**src/rtl/uart_pkg.sv**
```systemverilog
// Shared types and helpers for the uart_tx / uart_rx pair.
// UART_TX_TWO_STOP_EN selects two stop bits instead of one.
package uart_pkg;

    typedef enum logic [2:0] {
        IDLE   = 3'd0,
        START  = 3'd1,
        DATA   = 3'd2,
        PARITY = 3'd3,
        STOP   = 3'd4
    } state_t;

`ifdef UART_TX_TWO_STOP_EN
    localparam int STOP_BITS = 2;
`else
    localparam int STOP_BITS = 1;
`endif

    // Bit periods per frame: start + data + optional parity + stop bit(s).
    function automatic int frame_bits(input int data_bits, input int enable_parity);
        return 1 + data_bits + enable_parity + STOP_BITS;
    endfunction

endpackage

```
**src/rtl/uart_baud_tick.sv**
```systemverilog
// One-cycle tick every BAUD_DIV clk cycles, counted from the last clear.
// Shared by the UART transmitter and receiver.
module uart_baud_tick #(
    parameter int BAUD_DIV = 434
) (
    input  logic clk,
    input  logic rst_n,
    input  logic clear,
    output logic tick
);

    localparam int CW = (BAUD_DIV > 1) ? $clog2(BAUD_DIV) : 1;
    localparam logic [CW-1:0] LAST = CW'(BAUD_DIV - 1);

    logic [CW-1:0] cnt;

    // Wraps at BAUD_DIV-1 so consecutive bit periods never drift.
    always_ff @(posedge clk or negedge rst_n) begin
        if (!rst_n) begin
            cnt <= '0;
        end else if (clear || cnt == LAST) begin
            cnt <= '0;
        end else begin
            cnt <= cnt + 1'b1;
        end
    end

    assign tick = (cnt == LAST) && !clear;

endmodule

```
**src/rtl/uart_tx.sv**
```systemverilog
// UART transmitter: start, data LSB first, optional even parity, stop bit(s).
// Define UART_TX_TWO_STOP_EN for two stop bits.
module uart_tx
    import uart_pkg::*;
#(
    parameter int BAUD_DIV      = 434,
    parameter int DATA_BITS     = 8,
    parameter int ENABLE_PARITY = 1
) (
    input  logic                 clk,
    input  logic                 rst_n,
    input  logic [DATA_BITS-1:0] data_in,
    input  logic                 valid,
    output logic                 ready,
    output logic                 tx,
    output logic                 busy
);

    localparam int BW = $clog2(DATA_BITS) + 1;
    localparam logic [BW-1:0] LAST_DATA = BW'(DATA_BITS - 1);
    localparam logic [BW-1:0] LAST_STOP = BW'(STOP_BITS - 1);

    state_t                 state, state_nx;
    logic [DATA_BITS-1:0]   shift_q, shift_nx;
    logic                   par_q, par_nx;
    logic [BW-1:0]          bit_q, bit_nx;
    logic                   tx_q, tx_nx;
    logic                   tick;
    logic                   accept;

    // Handshake: valid/ready both high on a rising edge transfers data_in;
    // the producer must hold data_in and valid until ready is seen.
    assign ready  = (state == IDLE);
    assign busy   = !ready;
    assign accept = valid && ready;
    assign tx     = tx_q;

    // Counter held at zero while idle, so START begins a fresh bit period.
    uart_baud_tick #(.BAUD_DIV(BAUD_DIV)) u_baud (
        .clk   (clk),
        .rst_n (rst_n),
        .clear (state == IDLE),
        .tick  (tick)
    );

    always_ff @(posedge clk or negedge rst_n) begin
        if (!rst_n) begin
            state   <= IDLE;
            shift_q <= '0;
            par_q   <= 1'b0;
            bit_q   <= '0;
            tx_q    <= 1'b1;
        end else begin
            state   <= state_nx;
            shift_q <= shift_nx;
            par_q   <= par_nx;
            bit_q   <= bit_nx;
            tx_q    <= tx_nx;
        end
    end

    always_comb begin
        state_nx = state;
        shift_nx = shift_q;
        par_nx   = par_q;
        bit_nx   = bit_q;
        tx_nx    = 1'b1;

        case (state)
            IDLE: begin
                if (accept) begin
                    shift_nx = data_in;
                    par_nx   = ^data_in;
                    bit_nx   = '0;
                    state_nx = START;
                end
            end
            START: begin
                if (tick) begin
                    bit_nx   = '0;
                    state_nx = DATA;
                end
            end
            DATA: begin
                if (tick) begin
                    shift_nx = shift_q >> 1;
                    if (bit_q == LAST_DATA) begin
                        bit_nx   = '0;
                        state_nx = (ENABLE_PARITY != 0) ? PARITY : STOP;
                    end else begin
                        bit_nx = bit_q + 1'b1;
                    end
                end
            end
            PARITY: begin
                if (tick) begin
                    bit_nx   = '0;
                    state_nx = STOP;
                end
            end
            STOP: begin
                // bit_q counts stop bits here.
                if (tick) begin
                    if (bit_q == LAST_STOP) begin
                        bit_nx   = '0;
                        state_nx = IDLE;
                    end else begin
                        bit_nx = bit_q + 1'b1;
                    end
                end
            end
            default: begin
                bit_nx   = '0;
                state_nx = IDLE;
            end
        endcase

        // Line level is decided from the next state so tx is registered with it.
        case (state_nx)
            START:   tx_nx = 1'b0;
            DATA:    tx_nx = shift_nx[0];
            PARITY:  tx_nx = par_nx;
            default: tx_nx = 1'b1;
        endcase
    end

endmodule

```
**config.mk**
```make
export PLATFORM = sky130hd
export DESIGN_NAME = uart_tx
export DESIGN_NICKNAME = d
export VERILOG_FILES = /design/src/rtl/uart_pkg.sv /design/src/rtl/uart_baud_tick.sv /design/src/rtl/uart_tx.sv
export SDC_FILE = /design/constraint.sdc
export NUM_CORES = 1
export LEC_CHECK = 0
export CORE_MARGIN = 8
export CORE_UTILIZATION = 55
export CTS_BUF_LIST = sky130_fd_sc_hd__clkbuf_4 sky130_fd_sc_hd__clkbuf_8
export DETAILED_ROUTE_END_ITERATION = 12
export PLACE_DENSITY = 0.79
export SLEW_MARGIN = 15
export SYNTH_ARGS = -nofsm -noshare
export SYNTH_HDL_FRONTEND = slang
export SYNTH_SLANG_ARGS = --single-unit
```
**constraint.sdc**
```tcl
create_clock -name clk -period 3.65 [get_ports clk]
set_input_delay 0.73 -clock clk [delete_from_list [all_inputs] [get_ports clk]]
set_output_delay 0.73 -clock clk [all_outputs]
set_load 0.03 [all_outputs]
```
== Word level (Yosys, flattened, before mapping) ==
Cells that the tools add are included.
Storage, ports and cells
  flip-flop bits (word level): 26
  input port bits: 11
  output and inout bits: 3
  logic and storage cells: 55
Cells by class
  add/sub/neg operators: 2
  equality and inequality tests: 13
  multiplexer cells: 22
  reduce and logical (&&, ||, !) cells: 11
Operators by type and width (number)
  $mux 4: 6
  $mux 3: 7
  $mux 8: 2
  $pmux 4 s4: 1
  $pmux 8 s2: 1
  $pmux 3 s5: 1
  $eq 3x2->1 const B: 4
  $add 9x1->9 const B: 1
  $eq 9x9->1 const B: 1
  $mux 9: 1
  $reduce_xor 8->1: 1
  $eq 3x1->1 const B: 2
  $add 4x1->4 const B: 1
  $eq 4x3->1 const B: 1
  $logic_not 4->1: 1
  $ne 2x1->1 const B: 2
  $ne 2x2->1 const B: 2
  $reduce_and 4->1: 1
  $eq 3x3->1 const B: 1
  $logic_not 3->1: 1
  $pmux 1 s3: 1
  $reduce_and 3->1: 1
  $logic_and 1x1->1: 2
  $mux 1: 2
  other kinds (4): 4

== Depth between registers and ports, before layout ==
Gate-level depths: netlist of run 1.
  depth in word-level cells: 7
  depth in mapped cells: 9
  gate-level depth less buffers: 7

== By module ==
Synthesis of run 1 repeated with hierarchy kept, for this count alone.
Unflattened totals
  cells, all modules: 151
  area total of the unflattened synthesis: 1483.9 um^2
By module, submodules not included
  uart_tx: instances 1, cells each 103, area an instance 997.2 um^2, seq. area each 426.7 um^2
  uart_baud_tick: instances 1, cells each 48, area an instance 486.7 um^2, seq. area each 225.2 um^2

== Least setup slack after synthesis of run 1 ==
No wires, ideal clock.
  path kind: register to output
  from: reg state[0]
  to: out ready
  data arrival time: 1.293 ns
  required time: 2.920 ns
  slack: 1.627 ns
  cell stages (with the launch flop): 4
  path buffers: 0
  cell sequence: dfrtp_1 > nor2_1 > nand2_1 > inv_1
On the way
  word-level cells in the longest chain between the ends: 1
RTL lines
  start, declared: RTL line uart_tx.sv:23  | state_t state, state_nx;
  start signal, assigned: RTL line uart_tx.sv:54  | state <= state_nx;
  $logic_not 3->1: RTL line uart_tx.sv:33  | assign ready = (state == IDLE);
  end, declared: RTL line uart_tx.sv:14  | output logic ready,
Every way passes these cells.

== Final worst setup path of run 1 ==
Same ends and word-level chain as after synthesis.

==> impl_metrics.toml, run 1 <==
[global_route]
grtUsageTotal_pct = 13.6
grt_pass1_vias = 1029
grt_start_max_net_pins = 27
grt_pass1_wl_um = 4720
gr-total-overflow = 0
antenna_found_initial = 0

[worst_setup_path]
end_kind = "output pin"
critPathSlowestCell = "clkdlybuf4s50_1"
crit_path_max_incr_delay_ns = 0.66
cp_top_family = "buffers and inverters"
r2r-start = "u_baud.cnt[1]$_DFF_PN0_"
cp_data_required_time_ns = 2.92
crit_chain = "nor2_1, nand2_1, inv_1, clkdlybuf4s50_1"
reg2reg_depth = 7
rr_endpoint = "bit_q[2]$_DFFE_PN0P_"
cp.depth = 4
path_class = "flip-flop to output pin"
reg2reg_setup_slack_ns = 1.76
startpoint = "state[0]$_DFF_PN0_"
startpoint_type = "flip-flop"
path_buf_inv = 2
crit_fanout = 7
crit_arrival_ns = 2.07

[clocking]
htree_num_levels = 1
clockBufferDepth = 2
worst_skew_pair.late_latency_ns = 0.32
cts_resized = 0
path_clk_slew_ns = 0.15
tritoncts = "yes"
cts-root-buf = "clkbuf_4"
hold_buffers = 0
cts_buffers = 3
cts_setup_buffers = 0
clock-sinks = 26

[synthesis]
synth_ff_type = "dfrtp_1"
synth-edff-count = 0
ys_warn_count = 0
synthArstFlopShare_pct = 100
ys_ff_latch = 26
synth_cell_types = 38
synth_cells = 143
ys_seq_area_share_pct = 46.5
netlist_area_um2 = 1400
synth_nets = 158
avgSynthCellArea_um2 = 9.80

[finish]
drive_gt1_share_pct = 8.86
num-fill-cells = 208
register_area_um2 = 652
final_nets = 174
multiInputGateArea_um2 = 694
syn2layout_area_growth_pct = 14.5
antennaDiodeCount = 0
design_area_um2 = 1600

[power]
cellPowerDensity_nw_per_um2 = 464
peakVddDrop_uv = 390
power_mw = 0.744
leakagePower_nw = 0.695

[timing]
slew_headroom_pct = 72.8
final.min_clock_period_ns = 2.80
rsz0062_at_grt = "no"
worstMarginPinSlew_ns = 0.408
fmax_mhz = 357
maxSlewViolCount = 0
finalSetupViolCount = 0
timing.final.ws_setup_ns = 0.851
setup_tns_ns = 0
hold_violations = 0
fin_crit_sh_pct = 76.7
fin_skew_ns = 0.00802

[route]
drt_iter0_markers = 93
via_per_inst = 5.72
wl_um = 2770
post-route-drc-count = 0
avgRoutedWirePerCell_um = 14.7
ant_nets = 0
first_pass_iters = 4
vias = 1076

[place]
gp_congestion = 0.773
place_ws_ns = 1.26
dpl.hpwl_um = 2140
dpl_cell_area_um2 = 1550
io_buffers = 13

[job]
maxCapViolations = 0

[hold_path]
hp-class = "flip-flop to flip-flop"
min_path_cells = 2
hp-start = "shift_q[2]$_DFFE_PN0P_"
min_to = "shift_q[2]$_DFFE_PN0P_"

[floorplanning]
dieArea_um2 = 4420
io_pins = 14
die_h_um = 66.5
fp.dieW_um = 66.5
core_um2 = 2450
start_util_pct = 57.1
rows = 18

[status]
status = "completed"
==> worst min-delay path: cells and delay by family, from the launching register on <==
kind	cells	cell delay, ns
simple gates	2	0.11
flops	1	0.37
==> routing by layer <==
metal	part of all wire (%)	wire length, µm	global-route usage (%)
met1	44	1230	16.2
met2	51	1410	22.3
met3	3.6	100	3.02
met4	1.0	29	6.93
met5	0	0	0
==> sequential cells by signal, indices dropped and copies added (netlist names) <==
register    flops
bit_q           4
par_q           1
shift_q         8
state           3
tx              1
u_baud.cnt      9
==> Yosys cell counts, types with 3 or more instances <==
cell type / n / area share (%)
nand3b_1: 3 / 1.6
nor2_1: 16 / 4.3
a22oi_1: 6 / 3.2
inv_1: 6 / 1.6
nand2_1: 22 / 5.9
mux2i_1: 3 / 2.1
o21ai_0: 5 / 1.8
dfrtp_1: 25 / 45
ha_1: 4 / 3.6
xor2_1: 4 / 2.5
xnor2_1: 10 / 6.2
nand3_1: 8 / 2.9
==> placed cells by master, fill, tap and decap left out, drive strengths merged <==
master / synthesis / final
a2111o: 1 / 1
a211oi: 1 / 1
a21oi: 3 / 3
a221o: 1 / 1
a22oi: 6 / 6
a311o: 1 / 1
a311oi: 1 / 1
a31oi: 1 / 1
a32oi: 1 / 1
and3: 2 / 2
and4b: 1 / 1
and4bb: 1 / 1
buf: 4 / 2
bufinv: 0 / 1
clkbuf: 0 / 3
clkdlybuf4s50: 0 / 13
dfrtp: 25 / 25
dfstp: 1 / 1
ha: 4 / 4
inv: 6 / 6
mux2i: 3 / 3
nand2: 22 / 22
nand2b: 1 / 1
nand3: 9 / 9
nand3b: 3 / 3
nor2: 16 / 16
nor2b: 1 / 1
nor3: 3 / 3
nor3b: 2 / 2
nor4b: 1 / 1
o211ai: 1 / 1
o21ai: 5 / 5
or3: 1 / 1
or3b: 1 / 1
xnor2: 10 / 10
xor2: 4 / 4
==> kinds of logic (layout without fill, tap and decap cells) <==
logic type	count (synthesis)	after routing	synth area share, %
AND/OR/NAND/NOR	64	64	23.8
flip-flops	26	26	46.5
XOR/XNOR	14	14	8.75
adder cells (fa/ha/maj)	4	4	3.57
buffers and inverters	10	25	3.93
AO/OA/AOI/OAI	22	22	11.3
multiplexers	3	3	2.14
==> where the power goes <==
part           internal (mW)  total (mW)  switching, mW  leakage [nW]
Clock                  0.111       0.198         0.0873        0.0279
Sequential             0.345       0.390         0.0444         0.334
Combinational         0.0753       0.156         0.0810         0.333
Total                  0.532       0.744          0.213         0.695
==> area by class of cell <==
| type | count | area share, % |
|---|---|---|
| Tap cell | 30 | 2.34 |
| Sequential cell | 26 | 40.6 |
| Clock inverter | 1 | 1.87 |
| Clock buffer | 3 | 1.40 |
| Timing Repair Buffer | 15 | 9.05 |
| Inverter | 6 | 1.40 |
| Multi-Input combinational cell | 107 | 43.3 |
==> stage by stage <==
| stage | cells | hold slack [ns] | utilization [%] |
|---|---|---|---|
| global route | 188 | 0.528 | 65.3 |
| global placement | 184 | 0.460 | 63.2 |
| CTS | 188 | 0.501 | 65.3 |
| detailed placement | 184 | 0.467 | 63.2 |
| floorplan | 143 | 0.434 | - |
| finish | 188 | 0.499 | 65.3 |
==> worst max-delay path by stage <==
stage                       end  slack (ns)
after global routing      ready        0.74
final                     ready        0.85
after detailed placement  ready        1.26
after floorplan           ready        1.63
after CTS                 ready        0.88
after global placement    ready        1.32
Power figures use the tool's default switching activity.
==> inputs of run 2 (changes only) <==
--- a/config.mk
+++ b/config.mk
@@ -6,7 +6,7 @@
 export NUM_CORES = 1
 export LEC_CHECK = 0
 export CORE_MARGIN = 8
-export CORE_UTILIZATION = 55
+export CORE_UTILIZATION = 52
 export CTS_BUF_LIST = sky130_fd_sc_hd__clkbuf_4 sky130_fd_sc_hd__clkbuf_8
 export DETAILED_ROUTE_END_ITERATION = 12
 export PLACE_DENSITY = 0.79
==> constraint.sdc (replaced) <==
create_clock -name clk -period 2.2 [get_ports clk]
set_input_delay 0.44 -clock clk [delete_from_list [all_inputs] [get_ports clk]]
set_output_delay 0.44 -clock clk [all_outputs]
set_load 0.03 [all_outputs]
==> run 2 against run 1 <==
Cell count is 1.6% higher; combinational power is 65% higher; via count decreased by 1.7%; worst hold slack worse by 0.044 ns.
==> impl_metrics.toml, run 2 (synthesized netlist as in run 1, its figures left out) <==
[status]
status = "completed"

[finish]
register_area_um2 = 652
final_nets = 176
multiInputGateArea_um2 = 694
drive_gt1_share_pct = 10.0
final_common_cell = "dfrtp_1"
final_util_pct = 60.1
top_register = "u_baud.cnt"
syn2layout_area_growth_pct = 14.1
design_area_um2 = 1600
final_cell_mix = "25 x dfrtp_1, 22 x nand2_1, 16 x nor2_1, 11 x clkdlybuf4s50_1, 10 x xnor2_1"
num-fill-cells = 235
antennaDiodeCount = 0
largest_reg_flops = 9
reg.largest.list = "u_baud.cnt (9), shift_q (8), bit_q (4)"

[place]
dpl_cell_area_um2 = 1570
dpl.hpwl_um = 1970
gp_congestion = 0.816
io_buffers = 13

[worst_setup_path]
path_class = "flip-flop to output pin"
crit_fanout = 7
end_kind = "output pin"
cp_data_required_time_ns = 1.76
crit_arrival_ns = 1.56
startpoint_type = "flip-flop"

[clocking]
cts_buffers = 3
cts-root-buf = "clkbuf_4"
hold_buffers = 0
tritoncts = "yes"
clock-sinks = 26
cts_resized = 1
clockBufferDepth = 2
path_clk_slew_ns = 0.14
worst_skew_pair.late_latency_ns = 0.32
cts_setup_buffers = 0
htree_num_levels = 1

[global_route]
grtUsageTotal_pct = 12.7
grt_start_max_net_pins = 27
grt_pass1_wl_um = 4690
grt_pass1_vias = 1078
gr-total-overflow = 0
antenna_found_initial = 0

[power]
leakagePower_nw = 0.702
power_mw = 1.12
cellPowerDensity_nw_per_um2 = 701
peakVddDrop_uv = 869

[timing]
rsz0062_at_grt = "no"
fmax_mhz = 500
fin_skew_ns = 0.0116
final.min_clock_period_ns = 2.00
maxSlewViolCount = 0
fin_crit_sh_pct = 90.8
setup_tns_ns = 0
worstMarginPinSlew_ns = 0.362
slew_headroom_pct = 75.9
hold_violations = 0
finalSetupViolCount = 0

[hold_path]
hp-class = "input port to asynchronous set/reset pin"

[floorplanning]
start_util_pct = 52.6
dieArea_um2 = 4610
io_pins = 14
die_h_um = 67.9
rows = 19
fp.dieW_um = 67.9
core_um2 = 2660

[route]
routed-wl-met3_um = 105
highest_layer = "met4"
via_per_inst = 5.54
wl_met1_um = 1230
avgRoutedWirePerCell_um = 13.6
vias = 1058
first_pass_iters = 4
ant_nets = 0
dr_wl_met2_um = 1250
post-route-drc-count = 0
wl_um = 2600
drt_iter0_markers = 112

[job]
maxCapViolations = 0
[run 2: per-layer routing]
| layer | GRT usage, % | vias up |
|---|---|---|
| li1 | - | 530 |
| met3 | 4.09 | 2 |
| met5 | 0 | - |
| met4 | 1.79 | 0 |
| met2 | 21.8 | 12 |
| met1 | 15.7 | 514 |
[run 2: critical path, stage by stage, from the launching register on]
cell and delay [ns]:
dfrtp_1 0.49, nor2_1 0.18, nand2_1 0.12, inv_1 0.06, dlygate4sd2_1 0.39
[run 2: through the flow]
step | hold slack, ns | std cells | setup slack [ns]
2_1_floorplan | 0.144 | 143 | 0.467
3_3_place_gp | 0.464 | 187 | 0.236
3_5_place_dp | 0.472 | 187 | 0.179
4_1_cts | 0.466 | 191 | 0.0152
5_1_grt | 0.475 | 191 | 0.0778
6_report | 0.455 | 191 | 0.202
[run 2: area by class of cell]
| type | count | area share [%] |
|---|---|---|
| clock buffers | 4 | 1.88 |
| multi-input cells | 107 | 43.4 |
| well taps | 31 | 2.43 |
| repair buffers | 17 | 10.1 |
| flip-flops and latches | 26 | 40.8 |
| inverters | 6 | 1.41 |
[run 2: power by group]
group / switching (mW) / internal (mW)
logic: 0.132 / 0.125
registers: 0.0724 / 0.573
clock network: 0.135 / 0.0832
[run 2: final timing paths]
check	from	end	slack, ns	cells after the start
max	state[0]$_DFF_PN0_	ready	0.20	4
min	rst_n	bit_q[3]$_DFFE_PN0P_	0.45	2
max reg2reg	bit_q[0]$_DFFE_PN0P_	bit_q[3]$_DFFE_PN0P_	0.30	7
min reg2reg	u_baud.cnt[0]$_DFF_PN0_	u_baud.cnt[0]$_DFF_PN0_	0.49	1
max in group asynchronous	rst_n	tx$_DFF_PN1_	1.45	2
min in group clk	u_baud.cnt[0]$_DFF_PN0_	u_baud.cnt[0]$_DFF_PN0_	0.49	1
